### src/rtl/display_arbiter.sv
// Two-port arbiter for the shared 3-digit display: captures a binary value from the
// granted port, converts it to BCD with a sequential double-dabble, then holds it.
module display_arbiter #(
    parameter int HOLD_CNT = 50000,
    parameter int DATA_W   = 10
) (
    input  logic              clk,
    input  logic              rst,
    input  logic              req0,
    input  logic [DATA_W-1:0] data0,
    output logic              ack0,
    input  logic              req1,
    input  logic [DATA_W-1:0] data1,
    output logic              ack1,
    output logic [3:0]        digit0,
    output logic [3:0]        digit1,
    output logic [3:0]        digit2,
    output logic              overflow,
    output logic              src,
    output logic              busy
);

    localparam int ITER_W = $clog2(DATA_W + 1);
    localparam int HOLD_W = (HOLD_CNT > 1) ? $clog2(HOLD_CNT) : 1;
    localparam logic [ITER_W-1:0] ITER_LAST = ITER_W'(DATA_W);
    localparam logic [HOLD_W-1:0] HOLD_LAST = HOLD_W'(HOLD_CNT - 1);
    localparam logic [DATA_W-1:0] MAX_SHOWN = DATA_W'(999);

    typedef enum logic [1:0] {
        ST_IDLE,
        ST_CONVERT,
        ST_HOLD
    } state_t;

    state_t              state_q, state_d;
    logic [DATA_W-1:0]   bin_q, bin_d;
    logic [11:0]         bcd_q, bcd_d;
    logic [ITER_W-1:0]   iter_q, iter_d;
    logic [HOLD_W-1:0]   hold_q, hold_d;
    logic                last_q, last_d;
    logic                sel_q, sel_d;
    logic                ovf_cap_q, ovf_cap_d;
    logic [3:0]          digit0_q, digit0_d;
    logic [3:0]          digit1_q, digit1_d;
    logic [3:0]          digit2_q, digit2_d;
    logic                overflow_q, overflow_d;
    logic                src_q, src_d;
    logic                ack0_q, ack0_d;
    logic                ack1_q, ack1_d;
    logic                busy_q, busy_d;

    logic                gnt_port;
    logic [DATA_W-1:0]   gnt_data;
    logic [11:0]         bcd_adj;

    // Add-3 correction of every BCD nibble that is 5 or more, ahead of the shift.
    genvar gi;
    generate
        for (gi = 0; gi < 3; gi++) begin : g_adj
            assign bcd_adj[gi*4 +: 4] = (bcd_q[gi*4 +: 4] >= 4'd5) ?
                                        (bcd_q[gi*4 +: 4] + 4'd3) : bcd_q[gi*4 +: 4];
        end
    endgenerate

    // Contention goes to the port that was not served last; a lone request wins outright.
    assign gnt_port = (req0 && req1) ? ~last_q : req1;
    assign gnt_data = gnt_port ? data1 : data0;

    always_comb begin
        state_d    = state_q;
        bin_d      = bin_q;
        bcd_d      = bcd_q;
        iter_d     = iter_q;
        hold_d     = hold_q;
        last_d     = last_q;
        sel_d      = sel_q;
        ovf_cap_d  = ovf_cap_q;
        digit0_d   = digit0_q;
        digit1_d   = digit1_q;
        digit2_d   = digit2_q;
        overflow_d = overflow_q;
        src_d      = src_q;
        ack0_d     = 1'b0;
        ack1_d     = 1'b0;

        case (state_q)
            ST_IDLE: begin
                if (req0 || req1) begin
                    bin_d     = gnt_data;
                    bcd_d     = '0;
                    iter_d    = '0;
                    ovf_cap_d = (gnt_data > MAX_SHOWN);
                    last_d    = gnt_port;
                    sel_d     = gnt_port;
                    ack0_d    = ~gnt_port;
                    ack1_d    = gnt_port;
                    state_d   = ST_CONVERT;
                end
            end
            ST_CONVERT: begin
                if (iter_q == ITER_LAST) begin
                    // Outputs change only here, so partial results are never visible.
                    digit0_d   = ovf_cap_q ? 4'd9 : bcd_q[3:0];
                    digit1_d   = ovf_cap_q ? 4'd9 : bcd_q[7:4];
                    digit2_d   = ovf_cap_q ? 4'd9 : bcd_q[11:8];
                    overflow_d = ovf_cap_q;
                    src_d      = sel_q;
                    hold_d     = '0;
                    state_d    = ST_HOLD;
                end else begin
                    bcd_d  = {bcd_adj[10:0], bin_q[DATA_W-1]};
                    bin_d  = {bin_q[DATA_W-2:0], 1'b0};
                    iter_d = iter_q + ITER_W'(1);
                end
            end
            ST_HOLD: begin
                if (hold_q == HOLD_LAST) begin
                    state_d = ST_IDLE;
                end else begin
                    hold_d = hold_q + HOLD_W'(1);
                end
            end
            default: state_d = ST_IDLE;
        endcase

        busy_d = (state_d != ST_IDLE);
    end

    always_ff @(posedge clk) begin
        if (rst) begin
            state_q    <= ST_IDLE;
            bin_q      <= '0;
            bcd_q      <= '0;
            iter_q     <= '0;
            hold_q     <= '0;
            last_q     <= 1'b0;
            sel_q      <= 1'b0;
            ovf_cap_q  <= 1'b0;
            digit0_q   <= '0;
            digit1_q   <= '0;
            digit2_q   <= '0;
            overflow_q <= 1'b0;
            src_q      <= 1'b0;
            ack0_q     <= 1'b0;
            ack1_q     <= 1'b0;
            busy_q     <= 1'b0;
        end else begin
            state_q    <= state_d;
            bin_q      <= bin_d;
            bcd_q      <= bcd_d;
            iter_q     <= iter_d;
            hold_q     <= hold_d;
            last_q     <= last_d;
            sel_q      <= sel_d;
            ovf_cap_q  <= ovf_cap_d;
            digit0_q   <= digit0_d;
            digit1_q   <= digit1_d;
            digit2_q   <= digit2_d;
            overflow_q <= overflow_d;
            src_q      <= src_d;
            ack0_q     <= ack0_d;
            ack1_q     <= ack1_d;
            busy_q     <= busy_d;
        end
    end

    assign ack0     = ack0_q;
    assign ack1     = ack1_q;
    assign digit0   = digit0_q;
    assign digit1   = digit1_q;
    assign digit2   = digit2_q;
    assign overflow = overflow_q;
    assign src      = src_q;
    assign busy     = busy_q;

endmodule

### config.mk
export PLATFORM = sky130hd
export DESIGN_NAME = display_arbiter
export DESIGN_NICKNAME = d
export VERILOG_FILES = /design/src/rtl/display_arbiter.sv
export SDC_FILE = /design/constraint.sdc
export NUM_CORES = 1
export LEC_CHECK = 0
export ABC_AREA = 1
export CAP_MARGIN = 40
export CORE_ASPECT_RATIO = 1.2
export CORE_MARGIN = 1
export CORE_UTILIZATION = 30
export DETAILED_ROUTE_END_ITERATION = 6
export GPL_TIMING_DRIVEN = 0
export PLACE_DENSITY = 0.53
export SLEW_MARGIN = 20
export SYNTH_ARGS = -nofsm -noshare
export SYNTH_HDL_FRONTEND = slang
export SYNTH_SLANG_ARGS = --single-unit
### constraint.sdc
create_clock -name clk -period 3.4 [get_ports clk]
set_clock_uncertainty 0.1 [all_clocks]
set_input_delay 0.51 -clock clk [delete_from_list [all_inputs] [get_ports clk]]
set_output_delay 0.51 -clock clk [all_outputs]
set_load 0.01 [all_outputs]
After elaboration in Yosys (flattened, before gate mapping)
Index checks and enable logic that the tools add are counted.
- output and inout port bits: 17
- bits of input ports: 24
- logic and storage cells: 71
- flip-flop bits (word level): 63
- magnitude comparators: 4
- reductions and logical operators: 11
- $add $sub $neg: 5
- equal/unequal tests: 8
- mux-type cells: 24
- bitwise gates (word level): 4
- operator list (operator ; number):
    $mux 16 ; 2
    $pmux 16 s2 ; 1
    $mux 10 ; 3
    $mux 4 ; 7
    $mux 12 ; 2
    $pmux 12 s2 ; 1
    $pmux 10 s2 ; 1
    $add 16x1->16 const B ; 1
    $eq 16x16->1 const B ; 1
    $ge 4x3->1 const B ; 3
    $gt 10x10->1 const B ; 1
    $add 4x2->4 const B ; 2
    $ne 2x2->1 const B ; 4
    $pmux 4 s2 ; 1
    $mux 2 ; 3
    $pmux 2 s3 ; 1
    $reduce_and 3->1 ; 2
    $reduce_bool 2->1 ; 3
    $add 4x1->4 const B ; 1
    $eq 4x4->1 const B ; 1
    $not 1->1 ; 4
    $reduce_and 2->1 ; 2
    $add 3x2->3 const B ; 1
    $mux 3 ; 1
    other kinds (7) ; 7

Depth between registers and ports, before layout
- depth in word-level cells: 5
- gate-level depth with buffers: 11
- depth with buffers taken out: 11

Worst setup path after synthesis
No wires, ideal clock.
- kind: flip-flop to flip-flop
- start point: reg state_q[1]
- end point: reg iter_q[3]
- period minus slack after synthesis: 1.617 ns
- path buffers: 1
- stages on the path, launching flop included: 12
- data arrival time: 1.405 ns
- slack: 1.783 ns
- setup time: 0.112 ns
- required time: 3.188 ns
- path through: dfxtp_1 -> inv_1 -> ha_1 -> inv_1 -> nor2_8 -> inv_4 -> nand2_4 -> inv_2 -> buf_6 -> nand3_1 -> nand2_1 -> nor2_1
- word-level cells in the longest chain between the ends: 3
- elaborated cells on any way between the ends: 7
- those cells by class: 3 x eq/ne; 1 x mux; 3 x reduce/logical
- RTL lines (element ; RTL line ; text):
    start: declaration ; 35 ; state_t state_q, state_d;
    start signal: assignment ; 148 ; state_q <= state_d;
    $eq 2x1->1 / $logic_not 2->1 (equally long branches) ; 86 ; case (state_q)
    $ne 2x2->1 (no source line) / $reduce_bool 2->1 (equally long branches) ; -- ;
    $reduce_and 3->1 (no source line) ; -- ;
    end signal: assignment ; 151 ; iter_q <= iter_d;
    end: declaration ; 38 ; logic [ITER_W-1:0] iter_q, iter_d;
Parallel ways exist; a longest one is shown, timed or not.
A chain may end at the register's enable or synchronous reset.

Final worst setup path
- start point: in req1
- end point: reg bin_q[5]
- word-level cells in the longest chain between the ends: 5
- elaborated cells on any way between the ends: 8
- those cells by class: 1 x eq/ne; 4 x mux; 3 x reduce/logical
- RTL lines (element ; RTL line ; text):
    start: declaration ; 12 ; input logic req1,
    $logic_and 1x1->1 ; 66 ; assign gnt_port = (req0 && req1) ? ~last_q : req1;
    $mux 1 ; 66 ;
    $mux 10 ; 67 ; assign gnt_data = gnt_port ? data1 : data0;
    $mux 10 ; 88 ; if (req0 || req1) begin
    $pmux 10 s2 ; 86 ;
    end signal: assignment ; 149 ; bin_q <= bin_d;
    end: declaration ; 36 ; logic [DATA_W-1:0] bin_q, bin_d;
Parallel ways exist; a longest one is shown, timed or not. The select of a mux whose other input is x is not followed.

==> impl_metrics.csv <==
group,metric,value,unit
run_status,outcome,"finished, final reports clean",
layout,drive_above_1_share,7.19,%
logic_synthesis,synth_fa_ha_area_share,4.85,%
clock_tree,clk_latency,0.32,ns
placed_design,place_area,3910,um^2
clock_tree,root_buffer,"clkbuf_16",
min_path,min_from,"digit2[2]",
clock_tree,clockBufferDepth,2,
drt,ant_nets,0,
logic_synthesis,yosys.area.top_type,"dfxtp_1",
sta,timing.setup.tns,0,ns
sta,tightest_slew,0.553,ns
die,die_h,118,um
placed_design,place_congestion,0.816,
layout,fillers,1151,
die,io_pins,41,
drt,drc,0,
die,die_area,11600,um^2
logic_synthesis,synthMuxAreaShare,0,%
job,cap_violations,0,
logic_synthesis,synth-warning-count,0,
drt,drt_iter0_drc,125,
drt,routed_wl,8.51,mm
critical_path,startpoint,"req1",
global_route,antenna_found_initial,0,
drt,vias,3202,
die,start_util,31.3,%
logic_synthesis,synth_fp_nets,538,
critical_path,setup.worst_path.end_class,"flip-flop",
logic_synthesis,synth-edff-count,0,
sta,max_freq,0.515,GHz
clock_tree,cts_buffers,9,
clock_tree,ctsHtreeMaxLevel,3,
sta,setup_viol,0,
global_route,grt_max_degree,12,
critical_path,cp_max_fo,10,
sta,rsz0062_at_grt,"no",
critical_path,reg2reg_from,"state_q[1]",
drt,vias_per_cell,4.67,
die,die-width,98.5,um
logic_synthesis,ys_types,33,
logic_synthesis,syn_inst,501,
layout,fin_nets,588,
logic_synthesis,synthFlopType,"dfxtp_1",
logic_synthesis,synthSimpleGateAreaFrac,31.6,%
logic_synthesis,ys_seq_elements,63,
logic_synthesis,ys_async_sr_fraction,0,%
logic_synthesis,seq_area_frac_synth,37.6,%
sta,holdWs,0.366,ns
placed_design,portBuffers,39,
clock_tree,cts_hold_buf,0,
logic_synthesis,yosysTopAreaCellShare,37.6,%
logic_synthesis,synth_xor_area_share,1.57,%
sta,hold_viol,0,
critical_path,worst-setup-path-type,"primary input to flip-flop",
die,core-area,10700,um^2
global_route,overflow,0,
logic_synthesis,synth_compound_area_share,15.3,%
critical_path,worst-r2r-setup-slack,1.48,ns
drt,avgRoutedWirePerCell,12.4,um
logic_synthesis,synth_top_family_by_area,"simple AND/OR/NAND/NOR gates",
min_path,min_path_type,"flip-flop to flip-flop",
logic_synthesis,synth.area.top_cells,"dfxtp_1 38%, nand2_1 16%, a21oi_1 8.1%",
critical_path,worstPathCellList,"clkdlybuf4s50_1 > nand2_1 > buf_4 > o21ai_0 > o21ai_0 > nor2_1 > nor2_1",
critical_path,slowest_delay,0.55,ns
logic_synthesis,synthTopCellsByCount,"145 x nand2_1, 63 x dfxtp_1, 62 x nor2_1, 54 x a21oi_1, 52 x inv_1",
placed_design,dp_hpwl,6.28,mm
logic_synthesis,syn_area_per_cell,6.70,um^2
layout,stdcell_area,4200,um^2
global_route,track_usage,15.9,%
layout,area_growth,25.1,%
logic_synthesis,yosys.cell_count.top_type,"nand2_1",
layout,antenna_cells,0,
clock_tree,cts_tree,"done",
sta,finalCriticalPeriod,1.94,ns
critical_path,cp-start-kind,"primary input",
sta,finalCritPeriodShare,57.1,%
critical_path,worstPathRequired,3.52,ns
critical_path,cp_slowest_cell,"clkdlybuf4s50_1",
sta,maxSlewViolCount,0,
critical_path,crit_arrival,2.06,ns
sta,relSlewSlack,63.1,%
die,rows,41,
global_route,grt_pass1_wl,14.8,mm
drt,drt_pass1_iterations,4,
power_and_ir_drop,power.density,458,nW/um^2
power_and_ir_drop,vdd_drop_max,0.213,mV
clock_tree,ctsResizeCount,0,
clock_tree,cts_sinks,63,
global_route,grt_pass1_vias,3196,
clock_tree,clk_pin_slew_worst_paths,0.06,ns
power_and_ir_drop,p_leak,1.68,nW
logic_synthesis,syn_area,3350,um^2
clock_tree,post_cts_buffers,0,
[worst max-delay path, delay by kind of cell]
family / cells / cell delay (ns)
buffers and inverters: 2 / 0.79
AND/OR/NAND/NOR: 3 / 0.39
AO/OA/AOI/OAI: 2 / 0.36
[metal layers]
| metal | part of all wire, % | routed length (um) | up-vias | global-route usage [%] |
|---|---|---|---|---|
| li1 | - | - | 1715 | - |
| met1 | 47 | 4020 | 1434 | 19.7 |
| met2 | 49 | 4180 | 46 | 27.5 |
| met3 | 2.8 | 235 | 7 | 3.38 |
| met4 | 0.92 | 78 | 0 | 4.85 |
| met5 | 0 | 0 | - | 0 |
[report_power, final]
part	leakage (nW)	internal (mW)	switching, mW
combinational	1.03	0.0912	0.154
sequential	0.511	0.768	0.0170
clock	0.142	0.564	0.327
total	1.68	1.42	0.498
[registers in the layout, indices dropped and copies added, names as in the netlist]
| name | count |
|---|---|
| digit0 | 4 |
| src | 1 |
| ack0 | 1 |
| ack1 | 1 |
| iter_q | 4 |
| bin_q | 10 |
| digit2 | 4 |
| state_q | 2 |
| digit1 | 4 |
| bcd_q | 12 |
| ovf_cap_q | 1 |
| overflow | 1 |
| busy | 1 |
| hold_q | 16 |
| sel_q | 1 |
[metrics by stage]
step | worst slack, ns | instances | util, % | power, mW
after floorplan | 1.78 | 501 | - | 0.954
after global placement | 1.14 | 669 | 36.4 | 1.04
after detailed placement | 1.16 | 669 | 36.4 | 1.05
after CTS | 1.46 | 685 | 39.1 | 1.95
after global routing | 1.29 | 685 | 39.1 | 2.01
final | 1.46 | 685 | 39.1 | 1.92
[cell families after synthesis]
| family | Yosys count |
|---|---|
| and+or+nand+nor | 251 |
| AOI/OAI and AO/OA | 95 |
| buffers and inverters | 73 |
| DFF | 63 |
| adders and majority gates | 13 |
| xor gates and xnor gates | 6 |
[placed cells by master (no fill, tap or decap), drive strengths merged, types with 4 or more instances in the layout]
cell           instances
xor2                   5
nand4                  6
nand2                147
clkdlybuf4s50         39
a21oi                 54
nor2                  67
ha                    13
dfxtp                 63
buf                    8
clkbuf                16
inv                   59
clkinv                 4
nand3                 27
o21ai                 29
o22ai                  4
[final timing paths]
check,to,cells after the start
max,bin_q[5],7
min,digit2[2],2
max reg2reg,digit1[3],9
min reg2reg,digit2[2],2
[area by class of cell]
class	instances	area, um^2	area share [%]
buffer	14	78.8	1.88
clock buffer	10	229	5.46
clock inverter	6	61.3	1.46
inverter	59	224	5.34
multi-input combinational	365	1790	42.7
sequential	63	1260	30.1
tap	129	161	3.85
timing repair buffer	39	390	9.30
Power figures use the tool's default switching activity.
